[src/rtl/div_unit.sv]
// Iterative radix-2 restoring divider for RV32M DIV/DIVU/REM/REMU.
// Operates on magnitudes and fixes up the signs in a single cycle after the iteration.
module div_unit #(
  parameter int WIDTH = 32
) (
  input  logic             clk,
  input  logic             rst_n,
  input  logic             start,
  input  logic [1:0]       op,
  input  logic [WIDTH-1:0] rs1_val,
  input  logic [WIDTH-1:0] rs2_val,
  input  logic             kill,
  output logic             busy,
  output logic             done,
  output logic [WIDTH-1:0] result
);

  typedef enum logic [1:0] {IDLE, CALC, FIX, DONE} state_t;

  localparam logic [WIDTH-1:0] MIN_NEG = {1'b1, {(WIDTH-1){1'b0}}};
  localparam logic [5:0]       LAST_IT = 6'(WIDTH-1);

  state_t           state;
  logic [WIDTH:0]   rem;
  logic [WIDTH-1:0] quo;
  logic [WIDTH-1:0] dvsr;
  logic [5:0]       cnt;
  logic             neg_q, neg_r, sel_rem;

  logic             sign1, sign2, div_zero, div_ovf;
  logic [WIDTH-1:0] a_abs, b_abs, special_res;
  logic [WIDTH:0]   shifted, trial;
  logic [WIDTH-1:0] q_fix, r_fix;

  always_comb begin
    sign1       = ~op[0] & rs1_val[WIDTH-1];
    sign2       = ~op[0] & rs2_val[WIDTH-1];
    a_abs       = sign1 ? -rs1_val : rs1_val;
    b_abs       = sign2 ? -rs2_val : rs2_val;
    div_zero    = (rs2_val == '0);
    div_ovf     = ~op[0] & (rs1_val == MIN_NEG) & (rs2_val == '1);
    // Divide-by-zero and signed overflow results come straight from the operands.
    if (div_zero)
      special_res = op[1] ? rs1_val : '1;
    else
      special_res = op[1] ? '0 : MIN_NEG;
    shifted     = {rem[WIDTH-1:0], quo[WIDTH-1]};
    trial       = shifted - {1'b0, dvsr};
    q_fix       = neg_q ? -quo : quo;
    r_fix       = neg_r ? -rem[WIDTH-1:0] : rem[WIDTH-1:0];
  end

  always_ff @(posedge clk or negedge rst_n) begin
    if (!rst_n) begin
      state   <= IDLE;
      rem     <= '0;
      quo     <= '0;
      dvsr    <= '0;
      cnt     <= '0;
      neg_q   <= 1'b0;
      neg_r   <= 1'b0;
      sel_rem <= 1'b0;
      busy    <= 1'b0;
      done    <= 1'b0;
      result  <= '0;
    end else begin
      case (state)
        IDLE: begin
          if (start && !kill) begin
            busy    <= 1'b1;
            sel_rem <= op[1];
            if (div_zero || div_ovf) begin
              state  <= DONE;
              done   <= 1'b1;
              result <= special_res;
            end else begin
              state <= CALC;
              rem   <= '0;
              quo   <= a_abs;
              dvsr  <= b_abs;
              neg_q <= sign1 ^ sign2;
              neg_r <= sign1;
              cnt   <= '0;
            end
          end
        end
        CALC: begin
          if (kill) begin
            state <= IDLE;
            busy  <= 1'b0;
          end else begin
            // Borrow out of the WIDTH+1-bit subtract means the trial failed: restore.
            if (!trial[WIDTH]) begin
              rem <= trial;
              quo <= {quo[WIDTH-2:0], 1'b1};
            end else begin
              rem <= shifted;
              quo <= {quo[WIDTH-2:0], 1'b0};
            end
            cnt <= cnt + 6'd1;
            if (cnt == LAST_IT) state <= FIX;
          end
        end
        FIX: begin
          if (kill) begin
            state <= IDLE;
            busy  <= 1'b0;
          end else begin
            state  <= DONE;
            done   <= 1'b1;
            result <= sel_rem ? r_fix : q_fix;
          end
        end
        DONE: begin
          state <= IDLE;
          done  <= 1'b0;
          busy  <= 1'b0;
        end
        default: begin
          state <= IDLE;
          done  <= 1'b0;
          busy  <= 1'b0;
        end
      endcase
    end
  end

endmodule

[config.mk]
export PLATFORM = sky130hd
export DESIGN_NAME = div_unit
export DESIGN_NICKNAME = d
export VERILOG_FILES = /design/src/rtl/div_unit.sv
export SDC_FILE = /design/constraint.sdc
export NUM_CORES = 1
export LEC_CHECK = 0
export BUFFER_PORTS_ARGS = -buffer_cell sky130_fd_sc_hd__clkbuf_2
export CAP_MARGIN = 30
export CORE_UTILIZATION = 29
export CTS_CLUSTER_DIAMETER = 40
export DETAILED_ROUTE_END_ITERATION = 8
export HOLD_SLACK_MARGIN = 0.02
export SYNTH_ARGS = -nofsm -noshare
export SYNTH_HDL_FRONTEND = slang
export SYNTH_SLANG_ARGS = --single-unit
[constraint.sdc]
create_clock -name clk -period 2.9 [get_ports clk]
set_input_delay 0.145 -clock clk [delete_from_list [all_inputs] [get_ports clk]]
set_output_delay 0.145 -clock clk [all_outputs]
set_load 0.02 [all_outputs]
Yosys cells after proc, flatten, opt, wreduce, memory -nomap -nowiden
Index checks and enable logic that the tools add are counted.
- bitwise gates (word level): 7
- eq/ne operators: 13
- mux-type cells: 39
- reduce and logical (&&, ||, !) cells: 16
- $add $sub $neg: 6
- operator list (cell ; count):
    $mux W32 ; 18
    $pmux W32 S2 ; 3
    $neg A32 Y32 ; 4
    $eq A32 B32 Y1 const B ; 2
    $sub A33 B32 Y33 ; 1
    $logic_not A32 Y1 ; 1
    $mux W6 ; 3
    $pmux W6 S2 ; 1
    $reduce_and A4 Y1 ; 3
    $mux W2 ; 5
    $ne A2 B2 Y1 const B ; 5
    $pmux W2 S4 ; 1
    $add A6 B1 Y6 const B ; 1
    $eq A6 B5 Y1 const B ; 1
    $mux W1 ; 6
    $pmux W1 S3 ; 2
    $reduce_and A2 Y1 ; 3
    $and A1 B1 Y1 ; 4
    $eq A2 B2 Y1 const B ; 2
    $reduce_bool A2 Y1 ; 2
    $ne A3 B3 Y1 const B ; 1
    $reduce_and A3 Y1 ; 1
    $reduce_bool A3 Y1 ; 1
    $eq A2 B1 Y1 const B ; 1
    8 further kinds ; 9
- flip-flop bits (word level): 141
- input port bits: 70
- logic and storage cells: 92
- output and inout port bits: 34

Logic depth before layout (Yosys ltp)
Gate-level depths: netlist (run 1).
- depth in word-level cells: 7
- gate-level depth with buffers: 13
- mapped depth without buffers: 12

Worst setup path before layout (run 1)
OpenSTA, ideal clock, no wires.
- path kind: reg2reg
- start: register quo[31]
- end: register rem[23]
- buffers on the path: 1
- library setup time: 0.126 ns
- data required time: 2.774 ns
- period minus slack after synthesis: 3.057 ns
- slack: -0.157 ns
- arrival time: 2.931 ns
- cell stages (with the launch flop): 14
- cell sequence: dfrtp_1 inv_1 ha_1 fa_1 nand2b_1 a21o_1 a31oi_1 o21ai_1 o21ai_2 a31oi_4 xnor2_4 buf_4 nor2_1 a221o_1
- word-level cells in the longest chain between the ends: 4
- RTL lines (item ; RTL line ; RTL):
    start, declared ; 25 ; logic [WIDTH-1:0] quo;
    start signal, assigned ; 79 ; quo <= a_abs;
    start signal, assigned ; 95 ; quo <= {quo[WIDTH-2:0], 1'b1};
    start signal, assigned ; 98 ; quo <= {quo[WIDTH-2:0], 1'b0};
    $sub A33 B32 Y33 ; 48 ; trial = shifted - {1'b0, dvsr};
    $mux W32 ; 93 ; if (!trial[WIDTH]) begin
    $mux W32 ; 88 ; if (kill) begin
    $pmux W32 S2 ; 67 ; case (state)
    end signal, assigned ; 94 ; rem <= trial;
    end signal, assigned ; 97 ; rem <= shifted;
    end, declared ; 24 ; logic [WIDTH:0] rem;
No other way between the ends. The select of a mux whose other input is x is not followed.
A chain may end at the register's enable or synchronous reset.

Worst setup path after layout (run 1)
- start: register dvsr[0]
- end: register rem[18]
- word-level cells in the longest chain between the ends: 4
- RTL lines (item ; RTL line ; RTL):
    start, declared ; 26 ; logic [WIDTH-1:0] dvsr;
    start signal, assigned ; 80 ; dvsr <= b_abs;
    $sub A33 B32 Y33 ; 48 ;
    $mux W32 ; 93 ;
    $mux W32 ; 88 ;
    $pmux W32 S2 ; 67 ;
No other way between the ends. The select of a mux whose other input is x is not followed.

==> results of run 1 <==
routing by layer:
layer | GRT usage | vias up | part of all wire
li1 | - | 5187 | -
met1 | 0.2678 | 5095 | 0.49
met2 | 0.2696 | 329 | 0.44
met3 | 0.03097 | 27 | 0.060
met4 | 0.03964 | 0 | 0.0091
met5 | 0 | - | 0
cell usage in the layout, fill, tap and decap left out, types with 17 or more instances in the layout:
cell	netlist	routed
nand2_1	143	143
dfrtp_1	141	138
o21ai_0	129	123
nor2_1	118	117
buf_4	2	109
clkbuf_2	1	102
a21oi_1	88	83
xnor2_1	82	82
xor2_1	62	61
inv_1	58	54
o21ai_1	32	36
ha_1	42	35
a31oi_1	30	29
o31ai_1	25	25
mux2i_1	25	25
o211ai_1	24	24
nand3_1	24	23
clkbuf_16	0	19
nor3_1	20	18
nand2b_1	18	17
worst max path at each step:
stage | to | slack (ns) | cells past startpoint
after detailed placement | result[11] | -0.12 | 12
after global placement | quo[2] | -0.09 | 11
after CTS | result[28] | 0.01 | 10
after global routing | rem[18] | -0.08 | 14
final | rem[18] | 0.04 | 13
after floorplan | rem[23] | 0.0008 | 13
tightest hold or removal path, cell delays in order:
cell and delay (ns):
clkbuf_2 0.10, xor2_1 0.07, nand2_1 0.06, o21ai_0 0.06
cells by family after synthesis:
family,share of synthesized area
simple gates,0.1823
xor+xnor,0.1176
mux,0.02899
compound gates,0.2505
buf+inv,0.04897
fa+ha+maj,0.04977
flops,0.3219
final cells by class:
class,count,area [sq um]
inverter,59,221.5
timing repair buffer,231,1667
fill,3797,23030
multi-input combinational,1063,7143
clock buffer,22,494.2
clock inverter,10,158.9
sequential,141,3532
tap,504,630.6
through the flow:
step                      cells  power (W)
final                      2030    0.01286
after global routing       2030    0.01379
after CTS                  2015    0.01245
after detailed placement   1982   0.009945
after global placement     1982   0.009842
after floorplan            1335   0.007852
registers in the layout (all words and copies together) (netlist names), 2 cells and up:
signal and count:
state 2, quo 32, rem 32, result 32
dvsr 32, cnt 6
power breakdown:
part / total [W] / switching (W) / internal (W)
Combinational: 0.00696 / 0.00395 / 0.00300
Sequential: 0.00346 / 0.000727 / 0.00273
Clock: 0.00244 / 0.000888 / 0.00155
Total: 0.0129 / 0.00557 / 0.00729
repair_timing:
item,4_1_cts,5_1_grt
resized for setup,3,53
setup buffers,0,11
hold endpoints to repair,77,0
endpoints found under the setup margin,6,44
hold buffers,1,0
pin swaps,0,22
cloned,0,4
==> results.md, run 1 <==
- STA classifies the critical path endpoint as a flop.
- For this configuration, the core starts out at a cell density of 0.2973.
- The final worst setup slack is 0.03828 ns.
- The detail route stage leaves a number of antenna-violating nets equal to 0.
- Summed over all instances, the cell type with the most area after synthesis is dfrtp_1.
- The violation count after the first detailed-routing iteration is 879.
- The first detailed-routing pass took 5 iterations.
- TritonCTS built the clock tree.
- For this run, the top clock speed supported by timing is 349.4 MHz.
- The area of placed instances is 12760 sq um.
- The total number of vias is 10640.
- The largest net degree at the start of global routing is 81.
- The initial antenna violation count is 0.
- The sequential share of the synthesized area is 0.3219.
- The number of sinks on the clock net is 141.
- The number of global-route vias before repair is 9905.
- Summing every instance area after synthesis gives 10960 sq um.
- In this run the critical register-to-register path is launched from dvsr[0].
- The dominant register cell in the synthesized netlist is dfrtp_1.
- The routability-driven placement congestion ratio is 0.8700.
- The startpoint of the worst setup timing path is dvsr[0].
- Ranked by instance count, the synthesized netlist is headed by nand2_1 (143), dfrtp_1 (141), o21ai_0 (129).
- The flow ran to the end, and the final reports show no timing, DRC or antenna violations.
- The number of flops mapped to enable cells by yosys is 0.
- The die extent in x is 196.4 um.
- The max capacitance violation total is 0.
- Input and output buffers added on the ports amount to 103.
- Clock tree synthesis selected as its root buffer the cell clkbuf_16.
- In this run the most critical hold path is launched from rs2_val[5].
- By startpoint and endpoint, the worst setup path is classified as flop to flop.
- For this design the static power due to leakage is 5.783 nW.
- Dividing the detail-routed via count by the number of cells gives 5.240.
- After synthesis, the cell types taking the most area are dfrtp_1 (32%), xnor2_1 (6.6%), o21ai_0 (5.9%).
- Yosys printed 0 warnings.
- The data required time at the worst endpoint is 3.22 ns.
- Headroom to the max-slew limit came out at 0.4657.
- The net count after synthesis is 1448.
- The fraction of final layout cells with drive strength greater than 1 is 0.2208.
- The floorplan step defined a core boundary enclosing 36870 sq um.
- Summed over all layers, the routed wires come to 35.00 mm.
- The clock passes through at most 2 buffers.
- The worst hold path terminates at dvsr[5].
- Once layout is complete, the utilization of the core stands at 0.3755.
- The most numerous cell in the Yosys netlist is nand2_1.
- The number of endpoints with negative hold slack in the final report is 0.
- Measured along the y axis, the die boundary spans 196.4 um.
- The share of flip-flops with an asynchronous set or reset after synthesis is 1.000.
- The total global routing track utilization is 0.1802.
- The post-layout instance area is 13850 sq um.
- The average cell area after synthesis is 8.210 sq um.
- After global routing the overflow that remains totals 0.
- Counting both buffers and inverters, the worst setup path holds a total of 2.
- The later pin in the worst-skew pair is clocked with a latency of 0.44 ns.
- In this run the critical register-to-register path is captured at rem[18].
- The deepest level of the CTS H-tree is 4.
- The arrival time reported for the critical path endpoint is 3.18 ns.
- The slew of the pin with the lowest slew margin is 0.8015 ns.
- Synthesis inferred 141 register bits.
- The final net count is 1626.
- Along the worst hold path, the cell count comes to 4.
- After detailed routing, the number of remaining DRC violations is 0.
- The post-detailed-placement half-perimeter wirelength is 25.95 mm.
- Adding up every negative setup slack in the final design gives 0 ns.
- Setup repair after global routing could not meet its margin everywhere.
- Clock-pin slew was measured on the worst setup and hold paths at 0.06 ns.
- In this run the power density over the cells is 928.5 nW/um^2.
- The ratio of final minimum period to clock period is 0.9868.
- In this run the worst path has a maximum fanout of 6.
- The family of cells with the greatest summed delay on the critical path is compound AO/OA/AOI/OAI gates.
- The number of cells on the worst reg-to-reg path is 13.
- The number of antenna cells inserted is 0.
- Of the post-synthesis cell area, the dominant cell type holds 0.3219.
- 104 I/O pins were placed.
- Before CTS, the worst setup slack after placement is -0.1210 ns.
- Across all register-to-register paths, the minimum setup slack is 0.04 ns.
- The slowest stage of the critical path belongs to the cell dfrtp_1.
- The number of setup violations in the final report is 0.
- Dividing the detail-routed wire length by the instance count gives 17.24 um.
- The number of buffers inserted during clock tree synthesis is 17.
- The tightest hold path in the finished design has a slack of 0.05745 ns.
- The floorplan die area is 38580 sq um.
- The max-slew violation count is 0.
- The synthesis-to-layout area growth is 26.34%.
- Counting distinct cell types in the post-synthesis netlist gives 77.
- Row generation in the floorplan step produced 70 rows.
- The gate count of the mapped netlist is 1335.
- In this design, the stage delay of the slowest critical-path cell is 0.41 ns.
- The clock period minus final worst setup slack is 2.862 ns.
- The critical path goes through ha_4 -> fa_2 -> nand2b_4 -> a21o_1 -> a31oi_4 -> o21ai_2 -> o21ai_2 -> a31oi_4 -> xnor2_4 -> buf_12 -> clkbuf_16 -> mux2i_1 -> o21ai_1.
- STA classifies the critical path startpoint as a flop.
- For the final database, setup skew stands at 0.01398 ns.
- The type of the most critical hold path is input pin to flop.
- The maximum ir drop on the vdd rail is 0.3945 mV.
- The first global-routing pass estimated 54.98 mm of wire.
No activity file was read; power rests on OpenSTA's default activity.
==> run 2, diff against run 1 <==
- PLACE_DENSITY: not set -> 0.45
- REMOVE_ABC_BUFFERS: not set -> 1
==> run 2 against run 1 <==
  * Die area unchanged
  * Register-to-register slack about the same
  * Wire length up 5.7%
  * Clock skew increased by 0.0026 ns
  * Critical path type unchanged
  * Sequential share of layout area is 0.078 points lower
  * Via count is 2.0% lower
  * Total power is 0.34% lower
  * Final cell count increased by 0.99%
  * First-iteration DRC count decreased by 26%
  * Design area rose by 0.24%
  * Clock-buffer cell count is 3 lower
  * Flip-flop and latch count unchanged
==> results.md, run 2 (synthesis gave the netlist of run 1 again) <==
- The initial antenna violation count is 0 (unchanged).
- The switching fraction of total power is 0.4352 (+0.001946).
- STA classifies the critical path endpoint as a flop.
- The clock network latency to the later pin of the worst-skew pair is 0.45 ns (about the same).
- The vertical extent of the die is 196.4 um (unchanged).
- The instance count after placement with tap cells included is 2010 (+1.4%).
- The average wire length per cell after detail routing was 18.05 um (+4.7%).
- In this design, the largest share of critical-path delay is due to compound AO/OA/AOI/OAI gates.
- In this run the worst hold path is classified as input pin to flop.
- The flow ran to the end, and the final reports show no timing, DRC or antenna violations.
- The fill cell instance count of the final layout came to 3850 (+1.4%).
- The maximum frequency from static timing analysis is 350.1 MHz (+0.19%).
- The register share of total power came to 0.266 (-0.003).
- The data required time at the worst endpoint came to 3.23 ns (about the same).
- The core occupancy in the finished layout came to 0.3764 (+0.0008830).
- The total number of vias is 10430 (-2.0%).
- The clock slew at the register clock pins of the worst setup and hold paths came to 0.06 ns (about the same).
- Relative to the synthesized area, the layout overhead comes to 26.63%.
- The max-slew violation count was 0 (unchanged).
- The sum of buffers and inverters on the critical path is 2 (unchanged).
- The die extent in x is 196.4 um (unchanged).
- The number of cells on the worst reg-to-reg path is 13 (unchanged).
- The slew of the pin with the lowest slew margin is 0.8558 ns (+0.05428 ns).
- The core area was 36870 sq um (unchanged).
- Setup repair after global routing could not meet its margin everywhere.
- The library cell used most frequently in the layout, excluding fill and tap cells, is nand2_1.
- The maximum clock path buffer count is 2 (unchanged).
- The total routed wirelength is 37.00 mm (+5.7%).
- The post-layout instance area is 13880 sq um (+0.24%).
- The length of the first detailed-routing pass in iterations is 5 (unchanged).
- The floorplan die area is 38580 sq um (unchanged).
- The cell sitting at the root of the clock tree is a clkbuf_16.
- The final worst setup slack is 0.04370 ns (+0.005417 ns).
- The post-route DRC violation count is 0 (unchanged).
- The startpoint of the lowest-slack hold path is rs2_val[29].
- The max capacitance violation total came to 0 (unchanged).
- The area of placed instances is 12990 sq um (+1.8%).
- The combinational share of power was 0.549 (+0.008).
- The fraction of final layout cells with drive strength greater than 1 came to 0.2245 (+0.003611).
- The hold path endpoint is dvsr[29].
- The critical path's slowest cell is dfrtp_1.
- The worst setup timing slack at the placement stage is -0.2159 ns (-0.09493 ns).
- The clock skew after layout is 0.01662 ns (+0.002636 ns).
- Leaving out fill and tap cells, the most frequent cells in the layout are nand2_1 (143), dfrtp_1 (140), buf_4 (134).
- The final net count came to 1647 (+1.3%).
- The number of sinks on the clock net is 141 (unchanged).
- The number of antenna-violating nets in the routed design is 0 (unchanged).
- The start of the worst register-to-register path is dvsr[0].
- The number of global-route vias before repair came to 10070 (+1.7%).
- The number of buffers inserted during clock tree synthesis is 17 (unchanged).
- The static power due to leakage is 5.850 nW (+1.2%).
- The number of port buffers is 103 (unchanged).
- TritonCTS built the clock tree.
- The routability-driven placement congestion ratio is 0.8561 (-1.6%).
- The share of total power in the clock network is 0.185 (-0.005).
- The worst reg-to-reg setup slack is 0.04 ns (about the same).
- The number of antenna cells inserted is 0 (unchanged).
- The arrival time reported for the critical path endpoint is 3.18 ns (about the same).
- The number of cells on the worst hold path is 3 (-1).
- The number of core rows is 70 (unchanged).
- The headroom to the max-slew limit came to 0.4295 (-0.03619).
- The worst setup path is launched from a flop.
- The worst setup path category is flop to flop.
- The via count normalized by instance count was 5.088 (-2.9%).
- The number of endpoints with negative hold slack in the final report is 0 (unchanged).
- The reg-to-reg endpoint is rem[1].
- The global-route wire length before repair was 58.40 mm (+6.2%).
- The clock period minus final worst setup slack is 2.856 ns (-0.005417 ns).
- The number of cells in the finished layout apart from fillers came to 2050 (+0.99%).
- The total global routing track utilization was 0.1943 (+0.01403).
- The ratio of final minimum period to clock period is 0.9849 (-0.001868).
- The violation count after the first detailed-routing iteration came to 649 (-26%).
- The starting utilization of the core area came to 0.2973 (unchanged).
- The number of setup violations in the final report is 0 (unchanged).
- The aggregate negative setup slack is 0 ns (unchanged).
- The largest net degree at the start of global routing was 61 (-25%).
- The deepest level of the CTS H-tree is 4 (unchanged).
- The post-detailed-placement half-perimeter wirelength is 27.92 mm (+7.6%).
- Traced cell by cell, the critical path runs through ha_4 -> fa_2 -> nand2b_4 -> a21o_1 -> a31oi_2 -> buf_4 -> o21ai_4 -> o21ai_2 -> a31oi_4 -> xnor2_4 -> buf_12 -> nand2_1 -> a32o_1.
- The net load switching power is 0.005576 W (+0.11%).
- The peak per-stage delay on the critical path is 0.41 ns (about the same).
- The maximum ir drop on the vdd rail was 0.3546 mV (-10%).
- The cell area power density is 923.1 nW/um^2 (-0.58%).
- The remaining global-route overflow was 0 (unchanged).
- The count of pins on the block boundary is 104 (unchanged).
- The total internal power was 0.007237 W (-0.68%).
- The peak fanout along the critical path is 24 (+18).
## run 2: changes by cell type in the layout (fill, tap and decap cells not counted), moves of 4 or more
cell	delta
buf_6	-4
o31ai_2	+4
clkbuf_8	-4
buf_4	+25
o21ai_1	-4
ha_1	+4
## run 2: per-stage QoR
stage               hold slack (ns)  power, W
floorplan                   -0.1506  0.007657
global placement             0.1726   0.01018
detailed placement           0.1713   0.01021
CTS                         0.03153   0.01265
global route                0.06562   0.01380
finish                      0.04867   0.01281
## run 2: how the worst max path moves through the flow
stage	startpoint	end	slack [ns]	cells past startpoint
3_3_place_gp	quo[31]	rem[1]	-0.19	15
4_1_cts	quo[31]	rem[0]	0.008	15
6_report	dvsr[0]	rem[1]	0.04	13
2_1_floorplan	state[0]	quo[11]	-3.11	7
5_1_grt	quo[31]	rem[9]	-0.10	14
3_5_place_dp	quo[31]	rem[0]	-0.22	15
## run 2: per-layer routing
layer / GRT usage / part of all wire / vias to the layer above
met5: 0 / 0 / -
met4: 0.06395 / 0.021 / 0
met3: 0.02190 / 0.030 / 40
met2: 0.3029 / 0.45 / 206
met1: 0.2779 / 0.50 / 4966
li1: - / - / 5218
## run 2: area by class of cell
cell class	instances	area [sq um]	area share
clock buffer	19	442.9	0.03191
inverter	59	221.5	0.01596
clock inverter	12	170.2	0.01226
timing repair buffer	252	1799	0.1296
sequential	141	3530	0.2543
multi-input combinational	1063	7086	0.5105
tap	504	630.6	0.04543
## run 2: worst register-to-register path, delay by kind of cell, from the launching register on
family | cells | cell delay, ns
flip-flops | 1 | 0.41
AND/OR/NAND/NOR | 2 | 0.23
buffers and inverters | 2 | 0.38
adder cells (fa/ha/maj) | 2 | 0.50
AO/OA/AOI/OAI | 6 | 0.98
XOR/XNOR | 1 | 0.24
## run 2: power by group through the flow
stage	clock network (W)	registers [W]	logic [W]
floorplan	0	0.00370	0.00395
global placement	0	0.00340	0.00678
detailed placement	0	0.00340	0.00680
CTS	0.00243	0.00338	0.00684
global route	0.00250	0.00352	0.00779
finish	0.00238	0.00340	0.00703
## run 2: repair_timing
action / CTS / global route
pin swaps: 3 / 4
gates resized for setup: 6 / 35
setup buffers: 1 / 5
hold endpoints to repair: 53 / 0
endpoints found under the setup margin: 34 / 43
gates cloned: 0 / 1
hold buffers: 2 / 0
